### src/rtl/frame_tx_pkg.sv
// ============================================================================
// Module      : frame_tx_pkg
// Description : Shared state encoding and default sizing for the frame
//               transmitter.
// Revision    : 1.0 - initial release
// ============================================================================
`default_nettype none

package frame_tx_pkg;

    localparam int WIDTH_DEF        = 11;
    localparam int CLKS_PER_BIT_DEF = 16;

    typedef enum logic [1:0] {
        IDLE  = 2'd0,
        REQ   = 2'd1,
        LOAD  = 2'd2,
        SHIFT = 2'd3
    } state_e;

endpackage

`default_nettype wire

### src/rtl/frame_tx_bit_timer.sv
// ============================================================================
// Module      : bit_timer
// Description : Free-running cycle counter that ticks once every CLKS_PER_BIT
//               cycles while run is high and restarts when run drops.
// Revision    : 1.0 - initial release
// ============================================================================
`default_nettype none

module bit_timer
    import frame_tx_pkg::*;
#(
    parameter int CLKS_PER_BIT = CLKS_PER_BIT_DEF
) (
    input  logic clk,
    input  logic reset,
    input  logic run,
    output logic tick
);

    localparam int CNT_W = $clog2(CLKS_PER_BIT);

    logic [CNT_W-1:0] cnt_q;
    logic [CNT_W-1:0] cnt_d;

    assign tick = run && (cnt_q == CNT_W'(CLKS_PER_BIT - 1));

    // Clearing on tick keeps the count inside 0..CLKS_PER_BIT-1 with no wrap.
    always_comb begin
        cnt_d = '0;
        if (run && !tick) begin
            cnt_d = cnt_q + 1'b1;
        end
    end

    always_ff @(posedge clk) begin
        if (reset) begin
            cnt_q <= '0;
        end else begin
            cnt_q <= cnt_d;
        end
    end

endmodule

`default_nettype wire

### src/rtl/frame_tx.sv
// ============================================================================
// Module      : frame_tx
// Description : Pulls one word from an upstream queue and shifts it out LSB
//               first, each bit held CLKS_PER_BIT cycles; line idles high.
// Revision    : 1.0 - initial release
// ============================================================================
`default_nettype none

module frame_tx
    import frame_tx_pkg::*;
#(
    parameter int WIDTH        = WIDTH_DEF,
    parameter int CLKS_PER_BIT = CLKS_PER_BIT_DEF
) (
    input  logic             clk,
    input  logic             reset,
    input  logic             enable,
    input  logic             empty,
    input  logic [WIDTH-1:0] q_in,
    output logic             dequeue,
    output logic             tx,
    output logic             busy,
    output logic             frame_done
);

    localparam int BIT_W = $clog2(WIDTH + 1);

    state_e             state_q, state_d;
    logic [WIDTH-1:0]   shreg_q, shreg_d;
    logic [BIT_W-1:0]   bitcnt_q, bitcnt_d;
    logic               done_d;
    logic               tick;

    bit_timer #(
        .CLKS_PER_BIT (CLKS_PER_BIT)
    ) u_bit_timer (
        .clk   (clk),
        .reset (reset),
        .run   (state_q == SHIFT),
        .tick  (tick)
    );

    always_comb begin
        state_d  = state_q;
        shreg_d  = shreg_q;
        bitcnt_d = bitcnt_q;
        done_d   = 1'b0;
        case (state_q)
            IDLE: begin
                if (enable && !empty) begin
                    state_d = REQ;
                end
            end
            REQ: begin
                state_d = LOAD;
            end
            // The queue presents the dequeued word one edge after the strobe.
            LOAD: begin
                shreg_d  = q_in;
                bitcnt_d = '0;
                state_d  = SHIFT;
            end
            SHIFT: begin
                if (tick) begin
                    shreg_d = shreg_q >> 1;
                    if (bitcnt_q == BIT_W'(WIDTH - 1)) begin
                        bitcnt_d = '0;
                        done_d   = 1'b1;
                        state_d  = IDLE;
                    end else begin
                        bitcnt_d = bitcnt_q + 1'b1;
                    end
                end
            end
            default: begin
                state_d = IDLE;
            end
        endcase
    end

    // Outputs are registered from the next-state values so they line up
    // with the state they describe.
    always_ff @(posedge clk) begin
        if (reset) begin
            state_q    <= IDLE;
            shreg_q    <= '0;
            bitcnt_q   <= '0;
            tx         <= 1'b1;
            dequeue    <= 1'b0;
            busy       <= 1'b0;
            frame_done <= 1'b0;
        end else begin
            state_q    <= state_d;
            shreg_q    <= shreg_d;
            bitcnt_q   <= bitcnt_d;
            tx         <= (state_d == SHIFT) ? shreg_d[0] : 1'b1;
            dequeue    <= (state_d == REQ);
            busy       <= (state_d != IDLE);
            frame_done <= done_d;
        end
    end

endmodule

`default_nettype wire
### config.mk
export PLATFORM = sky130hd
export DESIGN_NAME = frame_tx
export DESIGN_NICKNAME = d
export VERILOG_FILES = /design/src/rtl/frame_tx_pkg.sv /design/src/rtl/frame_tx_bit_timer.sv /design/src/rtl/frame_tx.sv
export SDC_FILE = /design/constraint.sdc
export NUM_CORES = 1
export LEC_CHECK = 0
export ABC_CLOCK_PERIOD_IN_PS = 4900
export BUFFER_PORTS_ARGS = -buffer_cell sky130_fd_sc_hd__buf_2
export CORE_MARGIN = 5
export CORE_UTILIZATION = 49
export CTS_BUF_LIST = sky130_fd_sc_hd__clkbuf_2 sky130_fd_sc_hd__clkbuf_4 sky130_fd_sc_hd__clkbuf_8
export DETAILED_ROUTE_END_ITERATION = 10
export PLACE_DENSITY = 0.72
export SETUP_SLACK_MARGIN = 0.4
export SLEW_MARGIN = 0
export SYNTH_ARGS = -nofsm -noshare
export SYNTH_HDL_FRONTEND = slang
export SYNTH_SLANG_ARGS = --single-unit
### constraint.sdc
create_clock -name clk -period 4.9 [get_ports clk]
set_clock_uncertainty 0.2 [all_clocks]
set_input_delay 0.49 -clock clk [delete_from_list [all_inputs] [get_ports clk]]
set_output_delay 0.49 -clock clk [all_outputs]
set_load 0.05 [all_outputs]
After elaboration in Yosys (flattened, before gate mapping)
Cells that the tools add are included.
{"block": "word_totals", "out_inout_bits": 4, "elab_cells": 45, "input_bits": 15, "ff_bits": 25}
{"block": "classes", "n_reduce_logical": 12, "n_addsub": 2, "n_eq_ne": 8, "muxes": 10, "bitwise": 4}
{"operator": "one-hot mux 11 bit (2 select lines)", "count": 1}
{"operator": "two-way mux 11 bit", "count": 1}
{"operator": "adder 4 x 1 -> 4 bit (second input constant)", "count": 2}
{"operator": "== test 4 bit (second input constant)", "count": 2}
{"operator": "two-way mux 4 bit", "count": 2}
{"operator": "one-hot mux 2 bit (4 select lines)", "count": 1}
{"operator": "one-hot mux 4 bit (2 select lines)", "count": 1}
{"operator": "== test 2 bit (second input constant)", "count": 3}
{"operator": "two-way mux 2 bit", "count": 3}
{"operator": "== test 2 x 1 -> 1 bit (second input constant)", "count": 2}
{"operator": "NOT 1 bit", "count": 4}
{"operator": "nonzero test 2 bit", "count": 2}
{"operator": "OR reduction 2 bit", "count": 2}
{"operator": "logical AND 1 bit", "count": 3}
{"operator": "OR reduction 3 bit", "count": 1}
{"operator": "zero test 1 bit", "count": 2}
{"operator": "zero test 2 bit", "count": 1}
{"operator": "inequality test 2 bit (second input constant)", "count": 1}
{"operator": "AND reduction 2 bit", "count": 1}
{"operator": "two-way mux 1 bit", "count": 1}

Logic depth before layout (Yosys ltp)
{"block": "logic_depth", "word_depth": 7, "mapped_depth": 6, "ltp_nobuf": 6}

Cells and area by module
From an unflattened synthesis, not the netlist that was laid out.
{"block": "unflattened", "hier_cells": 129, "area_unflattened_um2": 1126.1}
{"mod": "frame_tx", "seq_area_each_um2": 420.4, "cells_each": 112, "area_each_um2": 968.4, "n_inst": 1}
{"mod": "bit_timer", "seq_area_each_um2": 80.1, "cells_each": 17, "area_each_um2": 157.7, "n_inst": 1}

Worst setup path before layout
No wires, ideal clock.
{"block": "synth_path", "kind": "register to register", "startpoint": "register bitcnt_q[0]", "endpoint": "register bitcnt_q[2]", "path_slack_ps": 3180, "setup_time_ps": 71, "synth_period_minus_slack_ps": 1720, "stages_incl_launch_ff": 7, "t_arrival_ps": 1449, "path_cell_list": "dfxtp_1 -> inv_1 -> ha_1 -> and3b_1 -> or4_4 -> a21o_1 -> a21oi_1"}
{"block": "synth_between", "elab_chain_cells": 4}
{"item": "start: declaration", "line": "frame_tx.sv:30", "rtl": "logic [BIT_W-1:0] bitcnt_q, bitcnt_d;"}
{"item": "start signal: assignment", "line": "frame_tx.sv:95", "rtl": "bitcnt_q <= bitcnt_d;"}
{"item": "adder 4 x 1 -> 4 bit / == test 4 bit (equally long branches)", "line": "frame_tx.sv:71, frame_tx.sv:66"}
{"item": "two-way mux 4 bit (*)", "line": "frame_tx.sv:66", "rtl": "if (bitcnt_q == BIT_W'(WIDTH - 1)) begin"}
{"item": "two-way mux 4 bit (*)", "line": "frame_tx.sv:64", "rtl": "if (tick) begin"}
{"item": "one-hot mux 4 bit (2 select lines) (*)", "line": "frame_tx.sv:48", "rtl": "case (state_q)"}
Every way passes the cells marked *; elsewhere a longest branch is shown, timed or not. The select of a mux whose other input is x is not followed.
A chain may end at the register's enable or synchronous reset.

Worst setup path in the final report
{"block": "layout_path", "startpoint": "register u_bit_timer.cnt_q[0]", "endpoint": "register bitcnt_q[3]"}
{"block": "layout_between", "elab_chain_cells": 4}
{"item": "start: declaration", "line": "frame_tx_bit_timer.sv:22", "rtl": "logic [CNT_W-1:0] cnt_q;"}
{"item": "start signal: assignment", "line": "frame_tx_bit_timer.sv:39", "rtl": "cnt_q <= cnt_d;"}
{"item": "== test 4 bit", "line": "frame_tx_bit_timer.sv:25", "rtl": "assign tick = run && (cnt_q == CNT_W'(CLKS_PER_BIT - 1));"}
{"item": "logical AND 1 bit", "line": "frame_tx_bit_timer.sv:25"}
{"item": "inequality test 2 bit (no source line)"}
{"item": "AND reduction 2 bit (no source line)"}
Every way passes these cells.

==> results.py <==
metrics = {
    "outcome": {
        "outcome": "finished, final reports clean",
    },
    "placed_design": {
        "place_inst": 153,
        "placed_area_sq_um": 1110,
        "dpl_worst_slack_ns": 3.02,
        "port_buffers": 18,
        "dp_hpwl_microns": 1410,
        "place_congestion": 0.695,
    },
    "clock_network": {
        "holdBufCountCts": 0,
        "cts.sink_count": 25,
        "post_cts_buffers": 0,
        "cts_buffers": 3,
        "cts_buffer_depth": 2,
        "clkTransAtPathRegs_ns": 0.14,
        "cts-resized-gates": 0,
        "clock_latency_ns": 0.32,
        "cts_root_buffer": "clkbuf_4",
        "cts_max_level": 1,
        "cts_tree": "done",
    },
    "final_layout": {
        "finalInstanceArea_sq_um": 1140,
        "syn_to_final_growth_pct": 12.2,
        "drive_gt1_share_pct": 20.0,
        "layout_common_cells": "dfxtp_1, nor2_1, buf_2",
        "fillers": 195,
        "final_nets": 149,
        "final_common_cell": "dfxtp_1",
        "antenna_cells": 0,
        "fin_cells": 157,
    },
    "sta": {
        "relSlewSlack_pct": 56.2,
        "tightestPinTransition_ns": 0.655,
        "finalSetupTns_ns": 0,
        "hold_violations": 0,
        "rsz0062_at_grt": "no",
        "timing.final.crit_share_pct": 38.7,
        "slew_violations": 0,
        "post-route-min-period_ns": 1.90,
        "fmax_mhz": 527,
        "setup_viol": 0,
        "setup_ws_ns": 3.00,
    },
    "die": {
        "core-area_sq_um": 1960,
        "rows": 16,
        "initial_utilization_pct": 51.7,
        "die_x_microns": 55.5,
        "ioPinCount": 19,
        "die-area_sq_um": 3080,
        "die_y_microns": 55.5,
    },
    "grt": {
        "grt_pass1_vias": 797,
        "overflow": 0,
        "antenna_found_initial": 0,
        "grt_pass1_wl_microns": 3330,
        "grt_usage_pct": 13.2,
        "grt_max_degree": 21,
    },
    "hold_path": {
        "min_path_type": "in2reg",
    },
    "power_and_ir_drop": {
        "power.density_nw_per_um2": 316,
        "p_leak_nw": 0.453,
        "clkPwrFrac_pct": 26.2,
        "netSwitchingFraction_pct": 27.0,
        "totalPowerFinal_mw": 0.360,
        "pwr-share-seq_pct": 61.9,
        "netSwitchingPower_mw": 0.0972,
        "peakVddDrop_v": 0.000205,
        "combPwrFrac_pct": 11.9,
        "p_int_mw": 0.263,
    },
    "route": {
        "vias_per_cell": 5.28,
        "drc_errors": 0,
        "ant_nets": 0,
        "drt_iter0_drc": 6,
        "wl_per_cell_microns": 12.2,
        "vias": 829,
        "drt-total-wl_microns": 1920,
        "dr.pass1.iters": 4,
    },
    "synth": {
        "synth_nets": 131,
        "syn_area_sq_um": 1010,
        "ys_top_cells_by_area": "dfxtp_1, nor2_1, o22ai_1",
        "synth.largest_area_cell": "dfxtp_1",
        "seq_area_frac_synth_pct": 49.4,
        "yosys_warnings": 0,
        "synth_cells": 113,
        "synth.top_cell.area_share_pct": 49.4,
        "synth-seq-cells": 25,
        "syn_area_per_cell_sq_um": 8.97,
        "yosys.cell_types.count": 32,
    },
    "critical_path": {
        "end_kind": "register",
        "worstSetupPathType": "reg2reg",
        "critPathMaxFanout": 7,
        "worstSetupStartpointType": "register",
        "cp_data_required_time_ns": 4.96,
        "cp.arrival_ns": 1.96,
    },
    "run": {
        "cap_violations": 0,
    },
}
## registers in the layout (all words and copies together), names as in the netlist
name,cells
dequeue,1
u_bit_timer.cnt_q,4
busy,1
tx,1
state_q,2
shreg_q,11
bitcnt_q,4
frame_done,1
## final cells by class
type | instances | area, sq um | area share (%)
clock buffer | 3 | 22.5 | 1.98
tap | 27 | 33.8 | 2.97
inverter | 4 | 15.0 | 1.32
timing repair buffer | 18 | 90.1 | 7.92
clock inverter | 1 | 7.51 | 0.660
sequential | 25 | 500 | 44.0
multi-input combinational | 79 | 468 | 41.1
## critical path: stages (launching register included)
cell and delay (ns):
dfxtp_1 0.38, ha_1 0.21, and3_1 0.32, o21ai_4 0.11, or4_1 0.48, a21oi_1 0.14
## layer usage
layer | routed length, microns | track usage, % | vias to the layer above
met5 | 0 | 0 | -
met4 | 13 | 7.99 | 0
met3 | 87 | 3.26 | 2
met2 | 904 | 21.1 | 13
met1 | 913 | 15.8 | 384
li1 | - | - | 430
## logic make-up after synthesis
kind of cell	count (synthesis)	share of synthesized area, %
and+or+nand+nor	54	26.8
DFF	25	49.4
AOI/OAI and AO/OA	20	14.0
buffers and inverters	9	4.44
adders and majority gates	3	3.70
xor gates and xnor gates	2	1.73
## path summary, 6_finish.rpt
kind                                         from                              end  slack [ns]  cells after the start
hold / removal                             enable            state_q[0]$_SDFF_PP0_        0.21                      3
setup / recovery  u_bit_timer.cnt_q[0]$_SDFF_PP0_         bitcnt_q[3]$_SDFFE_PP0P_        3.00                      5
setup reg to reg  u_bit_timer.cnt_q[0]$_SDFF_PP0_         bitcnt_q[3]$_SDFFE_PP0P_        3.00                      5
hold reg to reg   u_bit_timer.cnt_q[0]$_SDFF_PP0_  u_bit_timer.cnt_q[0]$_SDFF_PP0_        0.26                      1
## power groups by stage
stage	clock network, mW	logic, mW	registers, mW
after floorplan	0	0.0291	0.229
after global placement	0	0.0422	0.227
after detailed placement	0	0.0434	0.227
after CTS	0.0985	0.0436	0.223
after global routing	0.106	0.0483	0.224
final	0.0943	0.0427	0.223
## stage by stage
step                utilization, %  hold slack, ns
global route                  58.0           0.229
global placement              56.4           0.236
detailed placement            56.4           0.237
floorplan                        -           0.218
CTS                           58.0           0.199
finish                        58.0           0.209
## Yosys cell counts
| library cell | count |
|---|---|
| inv_2 | 1 |
| and3_1 | 2 |
| inv_1 | 3 |
| nor3b_1 | 2 |
| nor2_1 | 19 |
| a21oi_1 | 3 |
| a211oi_1 | 1 |
| o21ai_4 | 1 |
| or2_2 | 1 |
| xnor2_1 | 1 |
| or3_1 | 1 |
| buf_4 | 3 |
| o21ai_0 | 1 |
| nand2_1 | 5 |
| nand3_1 | 6 |
| a222oi_1 | 1 |
| or4_1 | 1 |
| dfxtp_1 | 25 |
| o22ai_1 | 9 |
| nand2b_1 | 4 |
| clkbuf_1 | 2 |
| a22oi_1 | 1 |
| or4_4 | 1 |
| nor3_1 | 9 |
| a21o_1 | 1 |
| nor2b_1 | 1 |
| nand3b_1 | 1 |
| xor2_1 | 1 |
| a2bb2oi_1 | 1 |
| ha_1 | 3 |
| a21boi_1 | 1 |
| and3b_1 | 1 |
No activity file was read; power rests on OpenSTA's default activity.
